===== config.mk =====
export PLATFORM = sky130hd
export DESIGN_NAME = adc_conv_scheduler
export DESIGN_NICKNAME = d
export VERILOG_FILES = /design/src/rtl/adc_conv_scheduler.sv
export SDC_FILE = /design/constraint.sdc
export NUM_CORES = 1
export LEC_CHECK = 0
export BUFFER_PORTS_ARGS = -buffer_cell sky130_fd_sc_hd__clkbuf_2
export CAP_MARGIN = 20
export CELL_PAD_IN_SITES_DETAIL_PLACEMENT = 1
export CELL_PAD_IN_SITES_GLOBAL_PLACEMENT = 1
export CORE_ASPECT_RATIO = 0.9
export CORE_MARGIN = 4
export CORE_UTILIZATION = 44
export CTS_CLUSTER_DIAMETER = 40
export CTS_CLUSTER_SIZE = 14
export DETAILED_ROUTE_END_ITERATION = 16
export PLACE_DENSITY = 0.89
export SYNTH_ARGS = -nofsm -noshare
export SYNTH_HDL_FRONTEND = slang
export SYNTH_SLANG_ARGS = --single-unit

===== constraint.sdc =====
create_clock -name clk -period 3.9 [get_ports clk]
set_input_delay 0.585 -clock clk [delete_from_list [all_inputs] [get_ports clk]]
set_output_delay 0.585 -clock clk [all_outputs]
set_load 0.01 [all_outputs]

===== src/rtl/adc_conv_scheduler.sv =====
// ADC conversion sequencer: arbitrates a periodic timer (A) and a software
// single-shot request (B), drives the ADC start/config handshake, and queues tagged results.
module adc_conv_scheduler #(
  parameter int unsigned FIFO_DEPTH     = 4,
  parameter int unsigned START_LEN      = 4,
  parameter int unsigned TIMEOUT_CYCLES = 4096
) (
  input  logic        clk,
  input  logic        rst,
  input  logic        enable_in,
  input  logic [15:0] period_in,
  input  logic        sw_req_in,
  input  logic [15:0] cfg1_a_in,
  input  logic [15:0] cfg2_a_in,
  input  logic [15:0] cfg1_b_in,
  input  logic [15:0] cfg2_b_in,
  output logic        start_conversion_out,
  output logic [15:0] config_1_out,
  output logic [15:0] config_2_out,
  input  logic        conversion_finished_in,
  input  logic [15:0] result_in,
  output logic [16:0] data_out,
  output logic        data_valid_out,
  input  logic        data_ready_in,
  output logic        busy_out,
  output logic        overflow_out,
  output logic        timeout_out,
  input  logic        clear_status_in
);

  localparam int unsigned AW = (FIFO_DEPTH > 1) ? $clog2(FIFO_DEPTH) : 1;
  localparam int unsigned CW = AW + 1;
  localparam int unsigned SW = (START_LEN > 1) ? $clog2(START_LEN + 1) : 1;
  localparam int unsigned TW = $clog2(TIMEOUT_CYCLES + 1);
  localparam int unsigned DW = 17;

  typedef enum logic [2:0] {
    IDLE, START, WAIT_LOW, WAIT_DONE, CAPTURE
  } state_t;

  state_t          state, state_d;
  logic [SW-1:0]   scnt, scnt_d;
  logic [TW-1:0]   tcnt, tcnt_d;
  logic            fin_s1, fin_s2, fin_d;
  logic            pend_a, pend_b, grant_a, grant_b, tag;
  logic [15:0]     pcnt, per_max;
  logic            tick, fifo_wr, timeout_set;

  // Next-state logic for the conversion handshake
  always_comb begin
    state_d     = state;
    scnt_d      = scnt;
    tcnt_d      = tcnt;
    grant_a     = 1'b0;
    grant_b     = 1'b0;
    fifo_wr     = 1'b0;
    timeout_set = 1'b0;
    case (state)
      IDLE: begin
        scnt_d = '0;
        tcnt_d = '0;
        if (pend_b) begin
          grant_b = 1'b1;
          state_d = START;
        end else if (pend_a) begin
          grant_a = 1'b1;
          state_d = START;
        end
      end
      START: begin
        if (scnt == SW'(START_LEN - 1)) state_d = WAIT_LOW;
        else scnt_d = scnt + SW'(1);
      end
      WAIT_LOW: begin
        tcnt_d = tcnt + TW'(1);
        if (!fin_s2) begin
          state_d = WAIT_DONE;
        end else if (tcnt == TW'(TIMEOUT_CYCLES - 1)) begin
          timeout_set = 1'b1;
          state_d     = IDLE;
        end
      end
      WAIT_DONE: begin
        tcnt_d = tcnt + TW'(1);
        if (fin_s2 && !fin_d) begin
          state_d = CAPTURE;
        end else if (tcnt == TW'(TIMEOUT_CYCLES - 1)) begin
          timeout_set = 1'b1;
          state_d     = IDLE;
        end
      end
      CAPTURE: begin
        fifo_wr = 1'b1;
        state_d = IDLE;
      end
      default: state_d = IDLE;
    endcase
  end

  always_ff @(posedge clk or posedge rst) begin
    if (rst) begin
      state                <= IDLE;
      scnt                 <= '0;
      tcnt                 <= '0;
      start_conversion_out <= 1'b0;
      busy_out             <= 1'b0;
      config_1_out         <= '0;
      config_2_out         <= '0;
      tag                  <= 1'b0;
    end else begin
      state                <= state_d;
      scnt                 <= scnt_d;
      tcnt                 <= tcnt_d;
      start_conversion_out <= (state == START);
      busy_out             <= (state_d != IDLE);
      if (grant_b) begin
        config_1_out <= cfg1_b_in;
        config_2_out <= cfg2_b_in;
        tag          <= 1'b1;
      end else if (grant_a) begin
        config_1_out <= cfg1_a_in;
        config_2_out <= cfg2_a_in;
        tag          <= 1'b0;
      end
    end
  end

  // Finished is asynchronous to clk; fin_d provides the rising-edge reference
  always_ff @(posedge clk or posedge rst) begin
    if (rst) begin
      fin_s1 <= 1'b0;
      fin_s2 <= 1'b0;
      fin_d  <= 1'b0;
    end else begin
      fin_s1 <= conversion_finished_in;
      fin_s2 <= fin_s1;
      fin_d  <= fin_s2;
    end
  end

  // A new tick wins over a same-cycle grant so no request is lost
  assign per_max = (period_in == 16'd0) ? 16'd0 : period_in - 16'd1;
  assign tick    = enable_in && (pcnt >= per_max);

  always_ff @(posedge clk or posedge rst) begin
    if (rst) begin
      pcnt   <= '0;
      pend_a <= 1'b0;
      pend_b <= 1'b0;
    end else begin
      pend_b <= (pend_b && !grant_b) || sw_req_in;
      if (!enable_in) begin
        pcnt   <= '0;
        pend_a <= 1'b0;
      end else begin
        pcnt   <= tick ? 16'd0 : pcnt + 16'd1;
        pend_a <= (pend_a && !grant_a) || tick;
      end
    end
  end

  logic [DW-1:0] mem [FIFO_DEPTH];
  logic [AW-1:0] wr_ptr, rd_ptr, rd_ptr_d;
  logic [CW-1:0] count, count_d, remain;
  logic          pop, push, full, ovf_set;
  logic [DW-1:0] wdata;

  assign wdata    = {tag, result_in};
  assign pop      = data_valid_out && data_ready_in;
  assign full     = (count == CW'(FIFO_DEPTH));
  assign push     = fifo_wr && (!full || pop);
  assign ovf_set  = fifo_wr && full && !pop;
  assign remain   = count - CW'(pop);
  assign count_d  = remain + CW'(push);
  assign rd_ptr_d = pop ? rd_ptr + AW'(1) : rd_ptr;

  always_ff @(posedge clk) begin
    if (push) mem[wr_ptr] <= wdata;
  end

  // data_out is a registered copy of the head entry after this cycle's push/pop
  always_ff @(posedge clk or posedge rst) begin
    if (rst) begin
      wr_ptr         <= '0;
      rd_ptr         <= '0;
      count          <= '0;
      data_valid_out <= 1'b0;
      data_out       <= '0;
      overflow_out   <= 1'b0;
      timeout_out    <= 1'b0;
    end else begin
      if (push) wr_ptr <= wr_ptr + AW'(1);
      rd_ptr         <= rd_ptr_d;
      count          <= count_d;
      data_valid_out <= (count_d != '0);
      if (push && remain == '0) data_out <= wdata;
      else if (remain != '0)    data_out <= mem[rd_ptr_d];
      overflow_out   <= ovf_set || (overflow_out && !clear_status_in);
      timeout_out    <= timeout_set || (timeout_out && !clear_status_in);
    end
  end

endmodule


==> reports/results.ini <==
[run_status]
status = finished clean

[final_layout]
layout_common_cells = clkbuf_2, dfrtp_1, nand2_1
final_common_cell = clkbuf_2
layout-drive-gt1-share = 0.2543
regArea_um2 = 4594
area_growth_pct = 19.36
nets = 1001
multiInputGateArea_um2 = 3368
final_util = 0.5343
antenna_cells = 0
fillerInstances = 2028

[detailed_routing]
first_iter_violations = 545
wl_um = 22540
via_count = 6325
final_antenna_net_count = 0
viasPerCell = 5.617
drt_pass1_iterations = 5
wl_per_cell_um = 20.02
drc = 0

[setup_path]
cp-endpoint = pcnt[14]
cpMostUsedCell = nor4_1
reg2reg_depth = 3
r2r-end = mem[3][16]
path_class = in -> reg
cp_num_buf_inv = 2
r2r_start = state[1]
critPathLaunch = period_in[10]
cp_data_arrival_time_ns = 3.65
cp_cell_sequence = clkbuf_2 > or4_1 > nor4_1 > nand4b_1 > and2_1 > ha_1 > nand2b_4 > a2111oi_4 > nor4_1 > or4b_1 > buf_4 > nor2_1
crit_family = simple AND/OR/NAND/NOR gates
cp.depth = 12
max_stage_delay_ns = 0.57
worstPathMaxFanout = 16
endpoint_kind = flip-flop
required_ns = 4.24
cp_slowest_cell = or4_1
crit_path_start_kind = input port
reg2reg_setup_slack_ns = 1.05

[logic_synthesis]
postSynthCellCount = 715
synth.distinct_cells = 51
synth_top_family_by_area = compound AO/OA/AOI/OAI gates
synth_edf_count = 68
ys_seq_area_frac = 0.5594
yosysWarningCount = 0
yosys.area_share.adder = 0.04570
synthArstFlopShare = 0.6000
synth-main-ff-cell = dfrtp_1
yosys.area_share.simple = 0.1217
ys_ff_latch = 170
synth.area.mux_share = 0.07968
syn_avg_cell_area_um2 = 11.49
yosys.area_share.xor_xnor = 0.03626
synth_nets = 848
syn_area_um2 = 8213
synth_compound_area_frac = 0.1252

[placement]
numPortBuffers = 156
dp_hpwl_um = 15590
place_congestion = 0.8549

[global_routing]
grt_max_degree = 59
grt_usage = 0.2161
grt.overflow.total = 0
grt_pass1_wl_um = 36450
antenna_found_initial = 0
grt_pass1_vias = 6901

[pwr]
peakVddDrop_mv = 0.3001
power_frac_clock = 0.244
power_leakage_uw = 0.004239
p_seq_frac = 0.390
p_int_uw = 4137
p_sw_frac = 0.3687
power_density_nw_per_um2 = 668.4
combPwrFrac = 0.366
switchingPower_uw = 2416

[timing]
setup_tns_ns = 0
period_needed_ns = 3.314
rsz0062_at_grt = no
setup_viol = 0
slew-limit-headroom = 0.3765
report.final.slew_viol_count = 0
timing.final.crit_share = 0.8498
hold_viol = 0
worst_pin_slew_ns = 0.9353
fmax_ghz = 0.3017
finClkSkew_ns = 0.01246

[floorplanning]
start_util = 0.4476
fp.dieH_um = 137.6
design.portCount = 157
core-area_um2 = 18350
die_x_um = 152.0
rows = 47
dieArea_um2 = 20920

[clock_network]
clkLatencyLatePin_ns = 0.42
htreeDepth = 4
cts_root_buffer = clkbuf_16
ctsLongestPathBuffers = 2
cts_hold_buf = 0
cts_sinks = 170
cts_tree = done
clk_pin_slew_ns = 0.06
numCtsBuffers = 17
cts.repair.resized = 0
post_cts_buffers = 0

[job]
drv_cap = 0

[min_path]
min_path_type = in -> reg

## worst min path at each step
stage | start | to | slack (ns) | cells past startpoint
final | conversion_finished_in | fin_s1 | 0.27 | 1
after global routing | conversion_finished_in | fin_s1 | 0.26 | 1
after CTS | conversion_finished_in | fin_s1 | 0.26 | 1
after detailed placement | fin_s1 | fin_s2 | 0.34 | 0
after global placement | fin_s1 | fin_s2 | 0.34 | 0
after floorplan | fin_s1 | fin_s2 | 0.33 | 0
## flip-flops by register name (all words and copies together), names as in the netlist, 2 cells and up
name,cells
mem,68
data_out,17
config_1_out,16
config_2_out,16
pcnt,16
tcnt,13
count,3
scnt,3
state,3
rd_ptr,2
wr_ptr,2
## through the flow
| stage | cells | total power (µW) | setup WS, ns | instance area, µm² | hold WS, ns |
|---|---|---|---|---|---|
| after global placement | 1094 | 4786 | 0.2431 | 9248 | 0.3387 |
| after floorplan | 715 | 4055 | 0.2697 | 8213 | 0.3312 |
| after global routing | 1126 | 6988 | 0.3655 | 9803 | 0.2645 |
| after detailed placement | 1094 | 4963 | 0.1620 | 9248 | 0.3435 |
| final | 1126 | 6553 | 0.5858 | 9803 | 0.2709 |
| after CTS | 1126 | 6599 | 0.5835 | 9803 | 0.2603 |
## layout make-up
class,instances,area share
Clock buffer,21,0.04697
Clock inverter,11,0.009700
Inverter,20,0.007913
Multi-Input combinational cell,487,0.3436
Sequential cell,170,0.4687
Tap cell,245,0.03127
Timing Repair Buffer,172,0.09190
## cell usage after synthesis, types with 3 or more instances
cell | count | area (µm²)
clkbuf_1 | 28 | 105.1
dfrtp_1 | 102 | 2552
ha_1 | 30 | 375.4
nor4_1 | 8 | 50.05
a31oi_1 | 24 | 150.1
a22oi_1 | 32 | 240.2
o211ai_1 | 16 | 120.1
edfxtp_1 | 68 | 2042
nand3_1 | 21 | 105.1
buf_4 | 3 | 22.52
and2_1 | 7 | 43.79
a211oi_1 | 3 | 22.52
o21ai_0 | 61 | 305.3
xor2_1 | 17 | 148.9
nand3b_1 | 3 | 22.52
mux2i_1 | 44 | 440.4
or3_1 | 3 | 18.77
mux2_2 | 15 | 168.9
nor3_1 | 7 | 35.03
buf_2 | 3 | 15.01
a21oi_1 | 9 | 45.04
nor2b_1 | 23 | 143.9
and3_1 | 7 | 43.79
inv_1 | 20 | 75.07
nand2b_1 | 4 | 25.02
nor2_1 | 34 | 127.6
nand4_1 | 7 | 43.79
nand2_1 | 71 | 266.5
xnor2_1 | 17 | 148.9
## logic make-up after synthesis
logic type,Yosys count
simple gates,203
flops,170
compound gates,159
mux,61
buf+inv,58
xor+xnor,34
fa+ha+maj,30
## power by group through the flow
stage                     combinational (µW)  clock [µW]  sequential [µW]
after floorplan                         1460           0             2600
after global placement                  2240           0             2550
after detailed placement                2390           0             2580
after CTS                               2430        1620             2560
after global routing                    2670        1720             2600
final                                   2400        1600             2560
## routing by layer
| layer | up-vias | track usage | part of all wire |
|---|---|---|---|
| met5 | - | 0 | 0 |
| met4 | 0 | 0.07139 | 0.021 |
| met3 | 44 | 0.04146 | 0.036 |
| met2 | 154 | 0.3739 | 0.51 |
| met1 | 3199 | 0.2766 | 0.43 |
| li1 | 2928 | - | - |
(Power assumes the default switching activity.)
